`config.mk`:
```
export PLATFORM = sky130hd
export DESIGN_NAME = aud_dac_serializer_flat
export DESIGN_NICKNAME = d
export VERILOG_FILES = /design/src/rtl/aud_dac_serializer_if.sv /design/src/rtl/aud_dac_serializer.sv /design/src/flat_wrapper.sv
export SDC_FILE = /design/constraint.sdc
export NUM_CORES = 1
export LEC_CHECK = 0
export CELL_PAD_IN_SITES_DETAIL_PLACEMENT = 1
export CELL_PAD_IN_SITES_GLOBAL_PLACEMENT = 1
export CORE_MARGIN = 1
export CORE_UTILIZATION = 36
export DETAILED_ROUTE_END_ITERATION = 10
export GPL_ROUTABILITY_DRIVEN = 0
export HOLD_SLACK_MARGIN = 0.15
export MAX_ROUTING_LAYER = met4
export PLACE_DENSITY = 0.75
export SLEW_MARGIN = 20
export SYNTH_ARGS = -nofsm -noshare
export SYNTH_HDL_FRONTEND = slang
export SYNTH_SLANG_ARGS = --single-unit
```
`constraint.sdc`:
```
create_clock -name i_clk -period 1.85 [get_ports i_clk]
set_input_delay 0.37 -clock i_clk [delete_from_list [all_inputs] [get_ports i_clk]]
set_output_delay 0.37 -clock i_clk [all_outputs]
set_load 0.02 [all_outputs]
```
`src/rtl/aud_dac_serializer_if.sv`:
```
// Parallel-sample side of the WM8731 DAC serializer: AudDSP handshake, codec LR clock and serial output.
interface aud_dac_serializer_if #(
  parameter int DATA_W = 16
);
  logic              i_en;
  logic              i_daclrck;
  logic [DATA_W-1:0] i_dac_data;
  logic              o_aud_dacdat;
  logic              o_sent_finish;
  logic              o_busy;
  logic              o_truncated;

  modport master (
    output i_en, i_daclrck, i_dac_data,
    input  o_aud_dacdat, o_sent_finish, o_busy, o_truncated
  );

  modport slave (
    input  i_en, i_daclrck, i_dac_data,
    output o_aud_dacdat, o_sent_finish, o_busy, o_truncated
  );
endinterface

```
`src/rtl/aud_dac_serializer.sv`:
```
// Shifts one parallel sample MSB-first onto WM8731 DACDAT per qualifying DACLRCK edge (I2S or left-justified).
module aud_dac_serializer #(
  parameter int DATA_W    = 16,
  parameter int CHANNEL   = 0,
  parameter int I2S_DELAY = 1
) (
  input logic                  i_clk,
  input logic                  i_rst_n,
  aud_dac_serializer_if.slave  bus
);
  localparam int CNT_W = $clog2(DATA_W + 1);

  typedef enum logic [1:0] {IDLE, DELAY, SEND, DONE} state_t;

  state_t            state_q, state_d;
  logic [DATA_W-1:0] sr_q, sr_d;
  logic [CNT_W-1:0]  cnt_q, cnt_d;
  logic              lrck_q;
  logic              dacdat_q, dacdat_d;
  logic              finish_q, finish_d;
  logic              trunc_q, trunc_d;
  logic              lrck_edge, qual_edge;

  assign lrck_edge = (bus.i_daclrck != lrck_q);

  always_comb begin
    qual_edge = 1'b0;
    if (lrck_edge) begin
      if (CHANNEL == 2)      qual_edge = 1'b1;
      else if (CHANNEL == 1) qual_edge = bus.i_daclrck;
      else                   qual_edge = !bus.i_daclrck;
    end
  end

  always_comb begin
    state_d  = state_q;
    sr_d     = sr_q;
    cnt_d    = cnt_q;
    dacdat_d = 1'b0;
    finish_d = 1'b0;
    trunc_d  = 1'b0;
    case (state_q)
      DELAY, SEND: begin
        // Any LR edge mid-word means the frame was shorter than the word: abort it.
        if (lrck_edge) begin
          trunc_d = 1'b1;
          state_d = IDLE;
        end else begin
          dacdat_d = sr_q[DATA_W-1];
          sr_d     = sr_q << 1;
          cnt_d    = cnt_q + 1'b1;
          if (state_q == SEND && cnt_q == CNT_W'(DATA_W - 1)) state_d = DONE;
          else                                                state_d = SEND;
        end
      end
      DONE: begin
        finish_d = 1'b1;
        state_d  = IDLE;
      end
      default: ;
    endcase
    // A new word may start from any state; with no delay its MSB goes out on the edge cycle itself.
    if (qual_edge && bus.i_en) begin
      if (I2S_DELAY == 0) begin
        dacdat_d = bus.i_dac_data[DATA_W-1];
        sr_d     = bus.i_dac_data << 1;
        cnt_d    = CNT_W'(1);
        state_d  = SEND;
      end else begin
        dacdat_d = 1'b0;
        sr_d     = bus.i_dac_data;
        cnt_d    = '0;
        state_d  = DELAY;
      end
    end
  end

  always_ff @(posedge i_clk) begin
    lrck_q <= bus.i_daclrck;
    if (!i_rst_n) begin
      state_q  <= IDLE;
      sr_q     <= '0;
      cnt_q    <= '0;
      dacdat_q <= 1'b0;
      finish_q <= 1'b0;
      trunc_q  <= 1'b0;
    end else begin
      state_q  <= state_d;
      sr_q     <= sr_d;
      cnt_q    <= cnt_d;
      dacdat_q <= dacdat_d;
      finish_q <= finish_d;
      trunc_q  <= trunc_d;
    end
  end

  assign bus.o_aud_dacdat  = dacdat_q;
  assign bus.o_sent_finish = finish_q;
  assign bus.o_truncated   = trunc_q;
  assign bus.o_busy        = (state_q == DELAY) || (state_q == SEND);
endmodule

```
`src/flat_wrapper.sv`:
```
// flat-port wrapper written by rule: the top's interface ports become plain ports
module aud_dac_serializer_flat 
#(
  parameter int DATA_W    = 16,
  parameter int CHANNEL   = 0,
  parameter int I2S_DELAY = 1
)
  (i_clk, i_rst_n, bus_i_en, bus_i_daclrck, bus_i_dac_data, bus_o_aud_dacdat, bus_o_sent_finish, bus_o_busy, bus_o_truncated);
  aud_dac_serializer_if #(.DATA_W(DATA_W)) bus_i ();
  input logic i_clk;
  input logic i_rst_n;
  input wire logic [$bits(bus_i.i_en)-1:0] bus_i_en;
  input wire logic [$bits(bus_i.i_daclrck)-1:0] bus_i_daclrck;
  input wire logic [$bits(bus_i.i_dac_data)-1:0] bus_i_dac_data;
  output wire logic [$bits(bus_i.o_aud_dacdat)-1:0] bus_o_aud_dacdat;
  output wire logic [$bits(bus_i.o_sent_finish)-1:0] bus_o_sent_finish;
  output wire logic [$bits(bus_i.o_busy)-1:0] bus_o_busy;
  output wire logic [$bits(bus_i.o_truncated)-1:0] bus_o_truncated;
  assign bus_i.i_en = bus_i_en;
  assign bus_i.i_daclrck = bus_i_daclrck;
  assign bus_i.i_dac_data = bus_i_dac_data;
  assign bus_o_aud_dacdat = bus_i.o_aud_dacdat;
  assign bus_o_sent_finish = bus_i.o_sent_finish;
  assign bus_o_busy = bus_i.o_busy;
  assign bus_o_truncated = bus_i.o_truncated;
  aud_dac_serializer #(.DATA_W(DATA_W), .CHANNEL(CHANNEL), .I2S_DELAY(I2S_DELAY)) u_core (.i_clk(i_clk), .i_rst_n(i_rst_n), .bus(bus_i));
endmodule
```
==> results of run 1 <==
[cells in the final DEF, fill, tap and decap left out, drive strengths merged]
master / count
clkbuf: 4
a21oi: 3
nor2: 5
clkdlybuf4s50: 22
a211oi: 1
a31oi: 15
and3: 2
xor2: 1
o21ai: 16
or3: 1
nand4b: 1
xnor2: 1
nand2: 37
nor3b: 1
buf: 10
dfxtp: 27
ha: 6
inv: 4
clkdlybuf4s15: 1
and2: 4
nand3: 4
a21boi: 1
o211ai: 1
[logic make-up after synthesis]
logic type	after synthesis	synth area share [%]
XOR/XNOR	2	1.55
AO/OA/AOI/OAI	37	18.7
flip-flops	27	47.7
buffers and inverters	12	4.30
adder cells (fa/ha/maj)	6	6.62
AND/OR/NAND/NOR	55	21.2
[report_power, final]
part           leakage [nW]  internal (mW)  switching (mW)
logic                 0.310         0.0933          0.0847
registers             0.221          0.610          0.0161
clock network        0.0150         0.0847           0.180
[area by class of cell]
class	count	area, um^2	area share [%]
Multi-Input combinational cell	100	544	36.3
Sequential cell	27	542	36.2
Timing Repair Buffer	33	318	21.2
Tap cell	42	52.6	3.51
Clock buffer	4	26.3	1.75
Inverter	4	15.0	1.00
[layer usage]
layer / vias to the layer above / global-route usage (%) / wire [um]
li1: 535 / - / -
met1: 491 / 20.5 / 1250
met2: 17 / 34.5 / 1400
met3: 3 / 5.58 / 106
met4: 0 / 2.04 / 10
met5: - / - / 0
[metrics by stage]
step	utilization, %	hold WS (ns)	cell area [um^2]
2_1_floorplan	-	0.398	1130
3_3_place_gp	51.1	0.458	1470
3_5_place_dp	51.1	0.466	1470
4_1_cts	52.0	0.488	1500
5_1_grt	52.1	0.493	1500
6_report	52.1	0.484	1500
[registers in the layout, indices dropped and copies added, names as in the netlist]
signal,flops
u_core.bus.o_aud_dacdat,1
u_core.bus.o_sent_finish,1
u_core.bus.o_truncated,1
u_core.cnt_q,5
u_core.lrck_q,1
u_core.sr_q,16
u_core.state_q,2
[final timing paths]
path	depth (start not counted)	start	slack, ns	to
worst max register to register	6	u_core.state_q[1]	0.29	u_core.cnt_q[4]
worst min register to register	2	u_core.sr_q[15]	0.48	u_core.sr_q[15]
worst min-delay path	2	u_core.sr_q[15]	0.48	u_core.sr_q[15]
worst max-delay path	3	u_core.state_q[1]	0.09	bus_o_busy
[timing repair]
item | in CTS | in global routing
gates resized for setup | 1 | 2
endpoints found under the setup margin | 1 | 1
setup buffers | 0 | 0
[worst max-delay path, cell delays in order, from the launching register on]
cell	delay, ns
dfxtp_1	0.41
inv_1	0.06
ha_1	0.29
clkdlybuf4s15_1	0.30
==> results.yml, run 1 <==
sta:
  rsz0062_at_grt: "no"
  fmax_mhz: 570
  setup_ws_ns: 0.0948
  drv_slew: 0
  tns_ns: 0
  timing.final.crit_share_pct: 94.9
  finClkSkew_ns: 0.00225
  setup_viol: 0
  slew_headroom_pct: 74.2
  period_needed_ns: 1.76
  hold_violations: 0
  worst_pin_slew_ns: 0.385
route:
  wirelength_um: 2770
  wl_per_cell_um: 13.2
  drt-pass1-iter-count: 3
  via_count: 1046
  drc: 0
  ant_nets: 0
  dr.first_iter.drc_count: 20
  viasPerCell: 4.98
global_route:
  grt_pass1_wl_um: 4650
  grt_start_max_net_pins: 21
  grt_pass1_vias: 1048
  grt_overflow_total: 0
  grt_usage_pct: 18.8
  antenna_found_initial: 0
min_path:
  hp-class: "reg2reg"
yosys:
  synth_seq_area_share_pct: 47.7
  yosysWarnings: 0
  netlist_area_um2: 1130
  yosysMostFrequentCell: "nand2_1"
  synth_edf_count: 0
  avgSynthCellArea_um2: 8.16
  yosysUniqueCellTypes: 23
  ys_ff_latch: 27
  synth_area_leaders: "dfxtp_1 48%, nand2_1 12%, a31oi_1 8.3%, o21ai_0 7.1%, ha_1 6.6%"
  synth_flop_cell: "dfxtp_1"
  syn-num-nets: 165
  yosys.area.top_type_share_pct: 47.7
  yosysTopAreaCell: "dfxtp_1"
  ys_top_cells_by_count: "36 x nand2_1, 27 x dfxtp_1, 16 x o21ai_0"
  syn-instance-count: 139
  async_flop_share_pct: 0
floorplanning:
  io_pins: 24
  fp.dieH_um: 58.1
  core_area_um2: 2880
  rows: 19
  die_area_um2: 3380
  initial_core_util_pct: 39.4
  die_w_um: 58.1
placement:
  place_ws_ns: -0.0875
  io_buffers: 23
  place_inst: 206
  dp_hpwl_um: 2050
cells_and_area:
  nFillCells: 366
  drive_above_1_share_pct: 8.93
  instances_no_fill: 210
  area_growth_pct: 32.1
  layout.nets: 195
  antenna_cells: 0
clock_tree:
  cts_sinks: 27
  worstSkewPairLatency_ns: 0.33
  htreeDepth: 1
  cts_tree: "done"
  cts_buffers: 3
  root_buffer: "clkbuf_4"
  clkTransAtPathRegs_ns: 0.15
  ctsHoldBuffers: 0
  cts_buffer_depth: 2
power:
  power_mw: 1.07
  p_per_area_nw_per_um2: 714
  power.leakage_nw: 0.546
  ir_drop_v: 0.000391
setup_path:
  crit_path_end_kind: "output pin"
  path_max_fanout: 4
  startpoint_type: "flop"
  critPathKind: "reg2out"
  critPathArrivalTime_ns: 1.39
  cp.required_ns: 1.48
outcome:
  status: "completed"
flow_run:
  drv_cap: 0
(Power assumes the default switching activity.)
==> run 2: changes to the inputs <==
--- a/config.mk
+++ b/config.mk
@@ -8,12 +8,13 @@
 export CELL_PAD_IN_SITES_DETAIL_PLACEMENT = 1
 export CELL_PAD_IN_SITES_GLOBAL_PLACEMENT = 1
 export CORE_MARGIN = 1
-export CORE_UTILIZATION = 36
+export CORE_UTILIZATION = 38
+export CTS_BUF_LIST = sky130_fd_sc_hd__clkbuf_8
 export DETAILED_ROUTE_END_ITERATION = 10
 export GPL_ROUTABILITY_DRIVEN = 0
 export HOLD_SLACK_MARGIN = 0.15
 export MAX_ROUTING_LAYER = met4
-export PLACE_DENSITY = 0.75
+export PLACE_DENSITY = 0.79
 export SLEW_MARGIN = 20
 export SYNTH_ARGS = -nofsm -noshare
 export SYNTH_HDL_FRONTEND = slang
==> run 2 against run 1 <==
  * Non-clock buffer count fell by 1
  * Cell count fell by 5.7%
  * Critical path type unchanged
  * Power rose by 6.8%
  * Sequential cell count did not move
  * Global-route usage rose by 0.55 points
  * Worst setup slack improved by 0.031 ns
  * Hold slack got worse by 0.0027 ns
  * Cell area rose by 0.50%
  * Clock skew rose by 0.0054 ns
  * Sequential power barely moved
  * Die area fell by 5.1%
==> results.yml, run 2 (synthesis gave the netlist of run 1 again) <==
cells_and_area:
  fin_util_pct: 54.1
  largest_reg_flops: 16
  drive_above_1_share_pct: 7.78
  final_common_cell: "nand2_1"
  area_growth_pct: 32.8
  top_register: "u_core.sr_q"
  layout.nets: 194
  antenna_cells: 0
  reg_top3: "u_core.sr_q: 16 flops, u_core.cnt_q: 5 flops, u_core.state_q: 2 flops"
  final_cell_mix: "36 x nand2_1, 27 x dfxtp_1, 22 x clkdlybuf4s50_1"
sta:
  rsz0062_at_grt: "no"
  fmax_mhz: 580
  worst_pin_slew_ns: 0.348
  hold_violations: 0
  drv_slew: 0
  setup_ws_ns: 0.126
  finClkSkew_ns: 0.00761
  slew_headroom_pct: 76.7
  setup_viol: 0
  period_needed_ns: 1.72
  timing.final.crit_share_pct: 93.2
  hold_ws_ns: 0.481
clock_tree:
  cts_buffers: 3
  root_buffer: "clkbuf_8"
  clkTransAtPathRegs_ns: 0.10
  ctsHoldBuffers: 0
  worstSkewPairLatency_ns: 0.27
  cts_tree: "done"
  post_cts_buffers: 0
  cts_sinks: 27
  cts_buffer_depth: 2
  htreeDepth: 1
route:
  dr.first_iter.drc_count: 30
  ant_nets: 0
  wirelength_um: 2770
  wl_per_cell_um: 14.0
  drc: 0
  drt-pass1-iter-count: 4
  viasPerCell: 5.40
  via_count: 1070
power:
  p_seq_share_pct: 54.8
  p_clk_share_pct: 29.5
  p_sw_share_pct: 25.3
  p_switching_mw: 0.289
  power.leakage_nw: 0.562
  combPwrFrac_pct: 15.7
  ir_drop_v: 0.000750
  p_per_area_nw_per_um2: 758
  p_int_mw: 0.852
placement:
  io_buffers: 23
  dp_hpwl_um: 2020
  place_ws_ns: -0.0519
outcome:
  status: "completed"
setup_path:
  cp.required_ns: 1.48
  critPathKind: "reg2out"
  rr_startpoint: "u_core.state_q[0]"
  startpoint_type: "flop"
  crit_path_end_kind: "output pin"
  critPathArrivalTime_ns: 1.35
  path_max_fanout: 3
  reg2reg_depth: 6
  crit_start: "u_core.state_q[0]"
global_route:
  grt_usage_pct: 19.3
  grt_pass1_vias: 1104
  antenna_found_initial: 0
  grt_start_max_net_pins: 22
  grt_overflow_total: 0
  grt_pass1_wl_um: 4700
floorplanning:
  fp.dieH_um: 56.6
  die_area_um2: 3210
  rows: 19
  io_pins: 24
  core_area_um2: 2780
  initial_core_util_pct: 40.8
  die_w_um: 56.6
min_path:
  hold_depth: 2
  hp-class: "reg2reg"
  worstHoldStart: "u_core.sr_q[9]"
flow_run:
  drv_cap: 0
[run 2: cell count changes in the layout (fill, tap and decap cells not counted)]
cell	delta
clkdlybuf4s15_1	-1
clkbuf_8	+3
dfxtp_2	-1
inv_1	+1
buf_4	-2
clkbuf_4	-3
clkbuf_1	-1
dfxtp_1	+1
buf_12	+1
dlygate4sd2_1	+1
[run 2: worst paths after layout]
| check | end | slack [ns] |
|---|---|---|
| setup / recovery | bus_o_busy | 0.13 |
| hold / removal | u_core.sr_q[10] | 0.48 |
| setup reg to reg | u_core.cnt_q[4] | 0.31 |
| hold reg to reg | u_core.sr_q[10] | 0.48 |
[run 2: cell type report]
type | count | area, um^2
clock buffers | 3 | 41.3
clock inverters | 1 | 3.75
fillers | 347 | 1280
inverters | 4 | 15.0
multi-input cells | 100 | 544
flip-flops and latches | 27 | 541
well taps | 31 | 38.8
repair buffers | 32 | 322
[run 2: per-layer routing]
metal | global-route usage, % | share of wire (%) | up-vias | wire, um
li1 | - | - | 532 | -
met1 | 22.4 | 46 | 516 | 1280
met2 | 32.8 | 50 | 20 | 1390
met3 | 3.46 | 2.8 | 2 | 78
met4 | 8.01 | 0.72 | 0 | 20
met5 | - | 0 | - | 0
[run 2: critical path, cell delays in order, from the launching register on]
cell	delay [ns]
dfxtp_1	0.38
inv_1	0.07
ha_1	0.30
dlygate4sd2_1	0.32
[run 2: what timing repair did]
item | in CTS | in global routing
resized for setup | 1 | 0
endpoints found under the hold margin | 0 | 0
setup endpoints to repair | 1 | 0
[run 2: power by group through the flow]
stage	Combinational, mW	Sequential, mW	Clock (mW)
finish	0.179	0.626	0.337
floorplan	0.0875	0.635	0
global placement	0.173	0.637	0
CTS	0.181	0.626	0.340
global route	0.197	0.630	0.368
detailed placement	0.181	0.639	0
[run 2: metrics by stage]
step / setup TNS (ns) / area (um^2) / total power [mW] / instances
after floorplan: 0 / 1130 / 0.723 / 139
after global placement: 0 / 1460 / 0.809 / 194
after detailed placement: -0.300 / 1460 / 0.820 / 194
after CTS: 0 / 1510 / 1.15 / 198
after global routing: 0 / 1510 / 1.19 / 198
final: 0 / 1510 / 1.14 / 198
==> run 3: changes to the inputs <==
--- a/config.mk
+++ b/config.mk
@@ -7,7 +7,6 @@
 export LEC_CHECK = 0
 export CELL_PAD_IN_SITES_DETAIL_PLACEMENT = 1
 export CELL_PAD_IN_SITES_GLOBAL_PLACEMENT = 1
-export CORE_MARGIN = 1
 export CORE_UTILIZATION = 38
 export CTS_BUF_LIST = sky130_fd_sc_hd__clkbuf_8
 export DETAILED_ROUTE_END_ITERATION = 10
@@ -15,7 +14,6 @@
 export HOLD_SLACK_MARGIN = 0.15
 export MAX_ROUTING_LAYER = met4
 export PLACE_DENSITY = 0.79
-export SLEW_MARGIN = 20
 export SYNTH_ARGS = -nofsm -noshare
 export SYNTH_HDL_FRONTEND = slang
 export SYNTH_SLANG_ARGS = --single-unit
==> results of run 3 <==
Same layout as run 2: the final DEF is identical, and so are final timing and power.
